### config.mk
export PLATFORM = sky130hd
export DESIGN_NAME = seq_shifter
export DESIGN_NICKNAME = d
export VERILOG_FILES = /design/src/rtl/shift_pkg.sv /design/src/rtl/shift_step.sv /design/src/rtl/seq_shifter.sv
export SDC_FILE = /design/constraint.sdc
export NUM_CORES = 1
export LEC_CHECK = 0
export CAP_MARGIN = 20
export CORE_UTILIZATION = 29
export DETAILED_ROUTE_END_ITERATION = 16
export PLACE_DENSITY_LB_ADDON = 0.25
export SYNTH_ARGS = -nofsm -noshare
export SYNTH_HDL_FRONTEND = slang
export SYNTH_HIERARCHICAL = 1
export SYNTH_SLANG_ARGS = --single-unit
### constraint.sdc
create_clock -name clk -period 2.1 [get_ports clk]
set_input_delay 0.525 -clock clk [delete_from_list [all_inputs] [get_ports clk]]
set_output_delay 0.525 -clock clk [all_outputs]
set_load 0.005 [all_outputs]
### src/rtl/shift_pkg.sv
// Shared types for the sequential shifter.
//   shift_mode_t  : operation select, encoded to match the 2-bit mode port
//   shift_state_t : control FSM states
package shift_pkg;

    typedef enum logic [1:0] {
        LSR = 2'b00,
        LSL = 2'b01,
        ASR = 2'b10,
        ROR = 2'b11
    } shift_mode_t;

    typedef enum logic [1:0] {
        IDLE  = 2'b00,
        SHIFT = 2'b01,
        DONE  = 2'b10
    } shift_state_t;

endpackage

### src/rtl/shift_step.sv
// Combinational single-bit shift step.
//   value      : current working value
//   mode       : operation to apply
//   next_value : value after one 1-bit step
//   out_bit    : bit shifted out by this step
module shift_step
    import shift_pkg::*;
#(
    parameter int WIDTH = 8
) (
    input  logic [WIDTH-1:0] value,
    input  shift_mode_t      mode,
    output logic [WIDTH-1:0] next_value,
    output logic             out_bit
);

    always_comb begin
        next_value = value;
        out_bit    = 1'b0;
        case (mode)
            LSR: begin
                next_value = {1'b0, value[WIDTH-1:1]};
                out_bit    = value[0];
            end
            LSL: begin
                next_value = {value[WIDTH-2:0], 1'b0};
                out_bit    = value[WIDTH-1];
            end
            ASR: begin
                next_value = {value[WIDTH-1], value[WIDTH-1:1]};
                out_bit    = value[0];
            end
            ROR: begin
                next_value = {value[0], value[WIDTH-1:1]};
                out_bit    = value[0];
            end
            default: begin
                next_value = value;
                out_bit    = 1'b0;
            end
        endcase
    end

endmodule

### src/rtl/seq_shifter.sv
// Sequential multi-cycle shifter: one bit per cycle, shamt cycles per op.
//   clk, rst   : clock, asynchronous active-high reset
//   start      : launch an operation (only honoured in IDLE)
//   mode       : 00 LSR, 01 LSL, 10 ASR, 11 ROR
//   a, shamt   : operand and shift amount, captured at start
//   busy       : operation in progress (SHIFT or DONE)
//   done       : one-cycle pulse, result and flags just updated
//   result     : registered result, held until the next completion
//   zero_flag, carry_flag, neg_flag : status of result / last bit out
module seq_shifter
    import shift_pkg::*;
#(
    parameter int WIDTH   = 8,
    parameter int SHAMT_W = $clog2(WIDTH)
) (
    input  logic               clk,
    input  logic               rst,
    input  logic               start,
    input  logic [1:0]         mode,
    input  logic [WIDTH-1:0]   a,
    input  logic [SHAMT_W-1:0] shamt,
    output logic               busy,
    output logic               done,
    output logic [WIDTH-1:0]   result,
    output logic               zero_flag,
    output logic               carry_flag,
    output logic               neg_flag
);

    shift_state_t       state_q, state_d;
    shift_mode_t        mode_q, mode_d;
    logic [WIDTH-1:0]   work_q, work_d;
    logic [SHAMT_W-1:0] cnt_q, cnt_d;
    logic [WIDTH-1:0]   result_q, result_d;
    logic               zero_q, zero_d;
    logic               carry_q, carry_d;
    logic               neg_q, neg_d;

    logic [WIDTH-1:0]   step_val;
    logic               step_out;

    shift_step #(.WIDTH(WIDTH)) u_step (
        .value      (work_q),
        .mode       (mode_q),
        .next_value (step_val),
        .out_bit    (step_out)
    );

    always_ff @(posedge clk or posedge rst) begin
        if (rst) begin
            state_q  <= IDLE;
            mode_q   <= LSR;
            work_q   <= '0;
            cnt_q    <= '0;
            result_q <= '0;
            zero_q   <= 1'b1;
            carry_q  <= 1'b0;
            neg_q    <= 1'b0;
        end else begin
            state_q  <= state_d;
            mode_q   <= mode_d;
            work_q   <= work_d;
            cnt_q    <= cnt_d;
            result_q <= result_d;
            zero_q   <= zero_d;
            carry_q  <= carry_d;
            neg_q    <= neg_d;
        end
    end

    always_comb begin
        state_d  = state_q;
        mode_d   = mode_q;
        work_d   = work_q;
        cnt_d    = cnt_q;
        result_d = result_q;
        carry_d  = carry_q;
        case (state_q)
            IDLE: begin
                if (start) begin
                    work_d = a;
                    mode_d = shift_mode_t'(mode);
                    cnt_d  = shamt;
                    if (shamt != '0) begin
                        state_d = SHIFT;
                    end else begin
                        // Zero-length shift completes straight away.
                        state_d  = DONE;
                        result_d = a;
                        carry_d  = 1'b0;
                    end
                end
            end
            SHIFT: begin
                work_d = step_val;
                cnt_d  = cnt_q - 1'b1;
                // Leave on the step that takes the counter to zero, so
                // the counter never decrements past zero.
                if (cnt_q == SHAMT_W'(1)) begin
                    state_d  = DONE;
                    result_d = step_val;
                    carry_d  = step_out;
                end
            end
            DONE: begin
                state_d = IDLE;
            end
            default: begin
                state_d = IDLE;
            end
        endcase
        // Flags track result_d, so they only move when result does.
        zero_d = (result_d == '0);
        neg_d  = result_d[WIDTH-1];
    end

    assign busy       = (state_q != IDLE);
    assign done       = (state_q == DONE);
    assign result     = result_q;
    assign zero_flag  = zero_q;
    assign carry_flag = carry_q;
    assign neg_flag   = neg_q;

endmodule

Word-level counts from Yosys, hierarchy flattened
Index checks and enable logic that the tools add are counted.
Widths: inputs -> output; s select.
{"block": "totals", "reg_bits": 26, "wordCells": 47, "out_inout_bits": 13}
{"block": "op_classes", "reduce_logical": 11, "addsub": 1, "mux": 18, "n_eq_ne": 9}
{"op": "$mux 8", "count": 4}
{"op": "$pmux 8 s2", "count": 2}
{"op": "$pmux 8 s4", "count": 1}
{"op": "$logic_not 8->1", "count": 1}
{"op": "$eq 2x2->1 const B", "count": 3}
{"op": "$mux 2", "count": 3}
{"op": "$ne 2x2->1 const B", "count": 3}
{"op": "$pmux 3 s2", "count": 1}
{"op": "$reduce_and 2->1", "count": 3}
{"op": "$eq 2x1->1 const B", "count": 2}
{"op": "$logic_not 2->1", "count": 2}
{"op": "$pmux 1 s2", "count": 2}
{"op": "$pmux 2 s2", "count": 1}
{"op": "$reduce_and 4->1", "count": 1}
{"op": "$reduce_bool 2->1", "count": 2}
{"op": "$eq 3x1->1 const B", "count": 1}
{"op": "$mux 1", "count": 3}
{"op": "$mux 3", "count": 1}
{"op": "$reduce_bool 3->1", "count": 1}
{"op": "$reduce_or 3->1", "count": 1}
{"op": "$sub 3x1->3 const B", "count": 1}

Logic depth before layout (Yosys ltp)
{"block": "depth", "ltp_word": 5, "depth_mapped": 7, "mapped_depth_nobuf": 7}

Cells and area by module
The synthesis kept the hierarchy.
{"mod": "seq_shifter", "area_per_inst_um2": 1356.3, "cells_per_inst": 137, "instances": 1, "seq_area_each_um2": 626.9}
{"mod": "shift_step", "area_per_inst_um2": 160.2, "cells_per_inst": 12, "instances": 1, "seq_area_each_um2": 0.0}

Least setup slack after synthesis
Ideal clock, no wire load.
{"block": "synth_path", "path_type": "input -> register", "from": "in shamt[0]", "to": "reg zero_q, in the netlist zero_flag", "slack_ns": -0.165, "n_path_buf": 0, "arrival_ns": 2.175, "setup_time_ns": 0.089, "cell_stages": 5, "path_cell_list": "nor4b_4 > a22oi_4 > a221o_1 > or4_1 > nor4b_2"}
{"block": "synth_via", "elab_chain_len": 5}
{"item": "start: declaration", "line": "seq_shifter.sv:21", "text": "input logic [SHAMT_W-1:0] shamt,"}
{"item": "$reduce_bool 3->1", "line": "seq_shifter.sv:84", "text": "if (shamt != '0) begin"}
{"item": "$mux 8", "line": "seq_shifter.sv:84"}
{"item": "$mux 8", "line": "seq_shifter.sv:80", "text": "if (start) begin"}
{"item": "$pmux 8 s2", "line": "seq_shifter.sv:78", "text": "case (state_q)"}
{"item": "named net result_d[2]", "line": "seq_shifter.sv:34", "text": "logic [WIDTH-1:0] result_q, result_d;"}
{"item": "$logic_not 8->1", "line": "seq_shifter.sv:113", "text": "zero_d = (result_d == '0);"}
{"item": "named net zero_d", "line": "seq_shifter.sv:35", "text": "logic zero_q, zero_d;"}
{"item": "end signal: assignment", "line": "seq_shifter.sv:65", "text": "zero_q <= zero_d;"}
{"item": "end: declaration", "line": "seq_shifter.sv:35"}
The timed path passes the listed nets, and every way through them passes these cells.
A chain may end at the register's enable or synchronous reset.

Worst setup path in the final report
{"block": "layout_path", "from": "reg mode_q[1]", "to": "reg zero_q, in the netlist zero_flag"}
{"block": "layout_via", "elab_chain_len": 5, "elab_cells_between_ends": 8, "classes_between": "eq/ne (3); mux (3); reduce/logical (2)"}
{"item": "start: declaration", "line": "seq_shifter.sv:31", "text": "shift_mode_t mode_q, mode_d;"}
{"item": "start signal: assignment", "line": "seq_shifter.sv:61", "text": "mode_q <= mode_d;"}
{"item": "$eq 2x2->1, or another cell as far along", "line": "shift_step.sv:20", "text": "case (mode)"}
{"item": "$pmux 8 s4 (*)", "line": "shift_step.sv:20"}
{"item": "named net step_val[2]", "line": "seq_shifter.sv:39", "text": "logic [WIDTH-1:0] step_val;"}
{"item": "$mux 8 (*)", "line": "seq_shifter.sv:99", "text": "if (cnt_q == SHAMT_W'(1)) begin"}
{"item": "$pmux 8 s2 (*)", "line": "seq_shifter.sv:78"}
{"item": "named net result_d[2]", "line": "seq_shifter.sv:34"}
{"item": "$logic_not 8->1 (*)", "line": "seq_shifter.sv:113"}
{"item": "named net zero_d", "line": "seq_shifter.sv:35"}
The timed path passes the listed nets; every way through them passes the cells marked *.

==> results.ini <==
[outcome]
status=finished, violations left
violations=negative setup slack

[synth]
async_flop_share_pct=100
syn_area_um2=1520
synth.largest_area_cell=dfrtp_1
synth_edf_count=0
synth-seq-cells=25
synthTopCellsByArea=dfrtp_1, mux2_4, a22oi_1
synth_area_per_cell_um2=10.2
synth_top_area_share_pct=39.6
ys.warnings.count=6
synthCells=149
synth_common_cells=dfrtp_1, nand2_1, o21ai_0
ys_seq_area_share_pct=41.3
yosysMostFrequentCell=dfrtp_1
ys.flop_type=dfrtp_1
syn_nets=167
synth_cell_types=38

[finish]
final_cells=275
drive_above_1_share_pct=31.3
num_antenna_cells=0
finish.net_count=227
area_growth_pct=45.0

[timing]
setup-tns-final_ns=-0.182
period_share_pct=109
finalSetupViolations=1
rsz0062_at_grt=true
max_freq_mhz=438
tightest_slew_ns=0.581
maxSlewHeadroom_pct=61.2
hold_viol=0
setup_slack_ns=-0.182
slew_viol_final=0
skew_ns=0.00389
period_needed_ns=2.28

[clock_network]
cts_num_sinks=25
cts_tree=done
numCtsBuffers=3
holdBufCountCts=0
clock-root-buffer=clkbuf_8
cts.reportedPaths.clkPinSlew_ns=0.09
htreeDepth=1
clock_latency_ns=0.27
clock_path_buffers=2

[pwr]
internal_power_mw=1.84
p_per_area_nw_per_um2=1360
irDropWorstVdd_mv=0.563
combPwrFrac_pct=60.5
power.switching_mw=1.14
leakagePower_nw=0.975
sequentialPowerShare_pct=29.6
p_clk_share_pct=9.9
swShare_pct=38.3

[global_route]
grt_util_all_layers_pct=16.8
grt_pass1_wl_um=6940
antenna_found_initial=0
grt_start_max_net_pins=26
grt-ovfl-total=0
grt_pass1_vias=1432

[routing]
dr.pass1.iters=4
ant_nets=0
routed_wl_um=4280
viasPerCell=5.07
dr.first_iter.drc_count=59
dr_total_vias=1394
wl_per_cell_um=15.5
drc=0

[setup_path]
endpoint_kind=flip-flop
critPathKind=flip-flop to flip-flop
path_cells=nor2b_4 -> buf_6 -> mux2_4 -> and3_4 -> a221o_1 -> or4_4 -> nor4b_4
crit_path_max_fanout=4
critPathArrivalTime_ns=2.48
reg2reg_setup_slack_ns=-0.18
crit_family=simple AND/OR/NAND/NOR gates
critPathRequiredTime_ns=2.30
start_kind=flip-flop
max_stage_delay_ns=0.55
crit_buf_inv=1
crit_path_top_delay_cell=or4_4

[worst_hold_path]
hold_path.class=flip-flop to flip-flop

[placement]
place_congestion=0.851
dp_cells=264
port_buffers=28
place_ws_ns=-0.638
dp_hpwl_um=3210

[floorplanning]
io_pins=29
dieArea_um2=5520
num_rows=25
coreArea_um2=4880
die_w_um=74.3
die_h_um=74.3
initial_utilization_pct=31.1

[run]
drv_cap=0

cell type report:
class,instances,area [µm²]
Fill cell,496,2680
Multi-Input combinational cell,109,862
Sequential cell,25,627
Timing Repair Buffer,63,556
Tap cell,67,83.8
Clock buffer,4,45.0
Inverter,7,26.3
kinds of logic (layout without fill, tap and decap cells):
group / count (synthesis) / count (layout) / share of synthesized area (%)
AO/OA/AOI/OAI: 49 / 49 / 22.8
AND/OR/NAND/NOR: 44 / 44 / 18.0
flip-flops: 25 / 25 / 41.3
buffers and inverters: 15 / 74 / 4.46
multiplexers: 14 / 14 / 11.8
adder cells (fa/ha/maj): 2 / 2 / 1.65
sequential cells by signal, indices dropped and copies added (netlist names):
signal,count
neg_flag,1
work_q,8
state_q,2
cnt_q,3
result,7
zero_flag,1
carry_flag,1
mode_q,2
worst paths after layout:
| check | start | end | cells past startpoint |
|---|---|---|---|
| worst max-delay path | mode_q[1] | zero_flag | 7 |
| worst min-delay path | carry_flag | carry_flag | 2 |
| worst max register to register | mode_q[1] | zero_flag | 7 |
| worst min register to register | carry_flag | carry_flag | 2 |
| max in group asynchronous | rst | zero_flag | 3 |
| min in group asynchronous | rst | mode_q[0] | 3 |
worst reg2reg max path, cell delays in order, from the launching register on:
cell and delay, ns:
dfrtp_1 0.41, nor2b_4 0.17, buf_6 0.12, mux2_4 0.30, and3_4 0.15, a221o_1 0.29
or4_4 0.55, nor4b_4 0.21
power groups by stage:
| stage | combinational (mW) | sequential (mW) | clock (mW) |
|---|---|---|---|
| 6_report | 1.80 | 0.881 | 0.296 |
| 5_1_grt | 1.97 | 0.908 | 0.322 |
| 4_1_cts | 1.67 | 0.878 | 0.307 |
| 3_5_place_dp | 1.62 | 0.873 | 0 |
| 3_3_place_gp | 1.58 | 0.864 | 0 |
| 2_1_floorplan | 0.955 | 0.856 | 0 |
timing repair:
item | CTS | global route
setup buffers | 2 | 5
pin swaps | 6 | 4
resized for setup | 14 | 6
setup endpoints to repair | 3 | 3
cells in the final DEF, fill, tap and decap left out, drive strengths merged:
master         synthesis  layout
a21oi                  8       8
a221o                  3       3
a221oi                 1       1
a22o                   2       2
a22oi                 12      12
a2bb2oi                1       1
a32oi                  1       1
and2                   1       1
and2b                  1       1
and3                   3       3
buf                    2      35
clkbuf                 6       4
clkdlybuf4s15          0       2
clkdlybuf4s50          0      23
dfrtp                 24      24
dfstp                  1       1
dlygate4sd2            0       2
dlymetal6s2s           0       1
ha                     2       2
inv                    7       7
mux2                  10      10
mux2i                  4       4
nand2                 14      14
nand2b                 1       1
nand3                  2       2
nor2                   4       4
nor2b                 10      10
nor3b                  5       5
nor4b                  2       2
o211ai                 3       3
o21ai                 13      13
o22a                   1       1
o22ai                  3       3
o311ai                 1       1
or4                    1       1
per-layer routing:
layer  routed length (µm)  track usage, %  vias to the layer above
met2                 2180            27.5                       34
met4                   52            6.29                        0
met3                  142            3.39                        6
met1                 1900            21.9                      685
met5                    0               0                        -
li1                     -               -                      669
metrics by stage:
stage                     hold WS (ns)  power [mW]  instance area (µm²)  util, %
after floorplan                  0.472        1.81                 1520        -
after global placement           0.474        2.44                 2050     42.0
after detailed placement         0.486        2.49                 2050     42.0
after CTS                        0.507        2.86                 2130     43.7
after global routing             0.535        3.20                 2200     45.1
final                            0.507        2.98                 2200     45.1
Power figures use the tool's default switching activity.
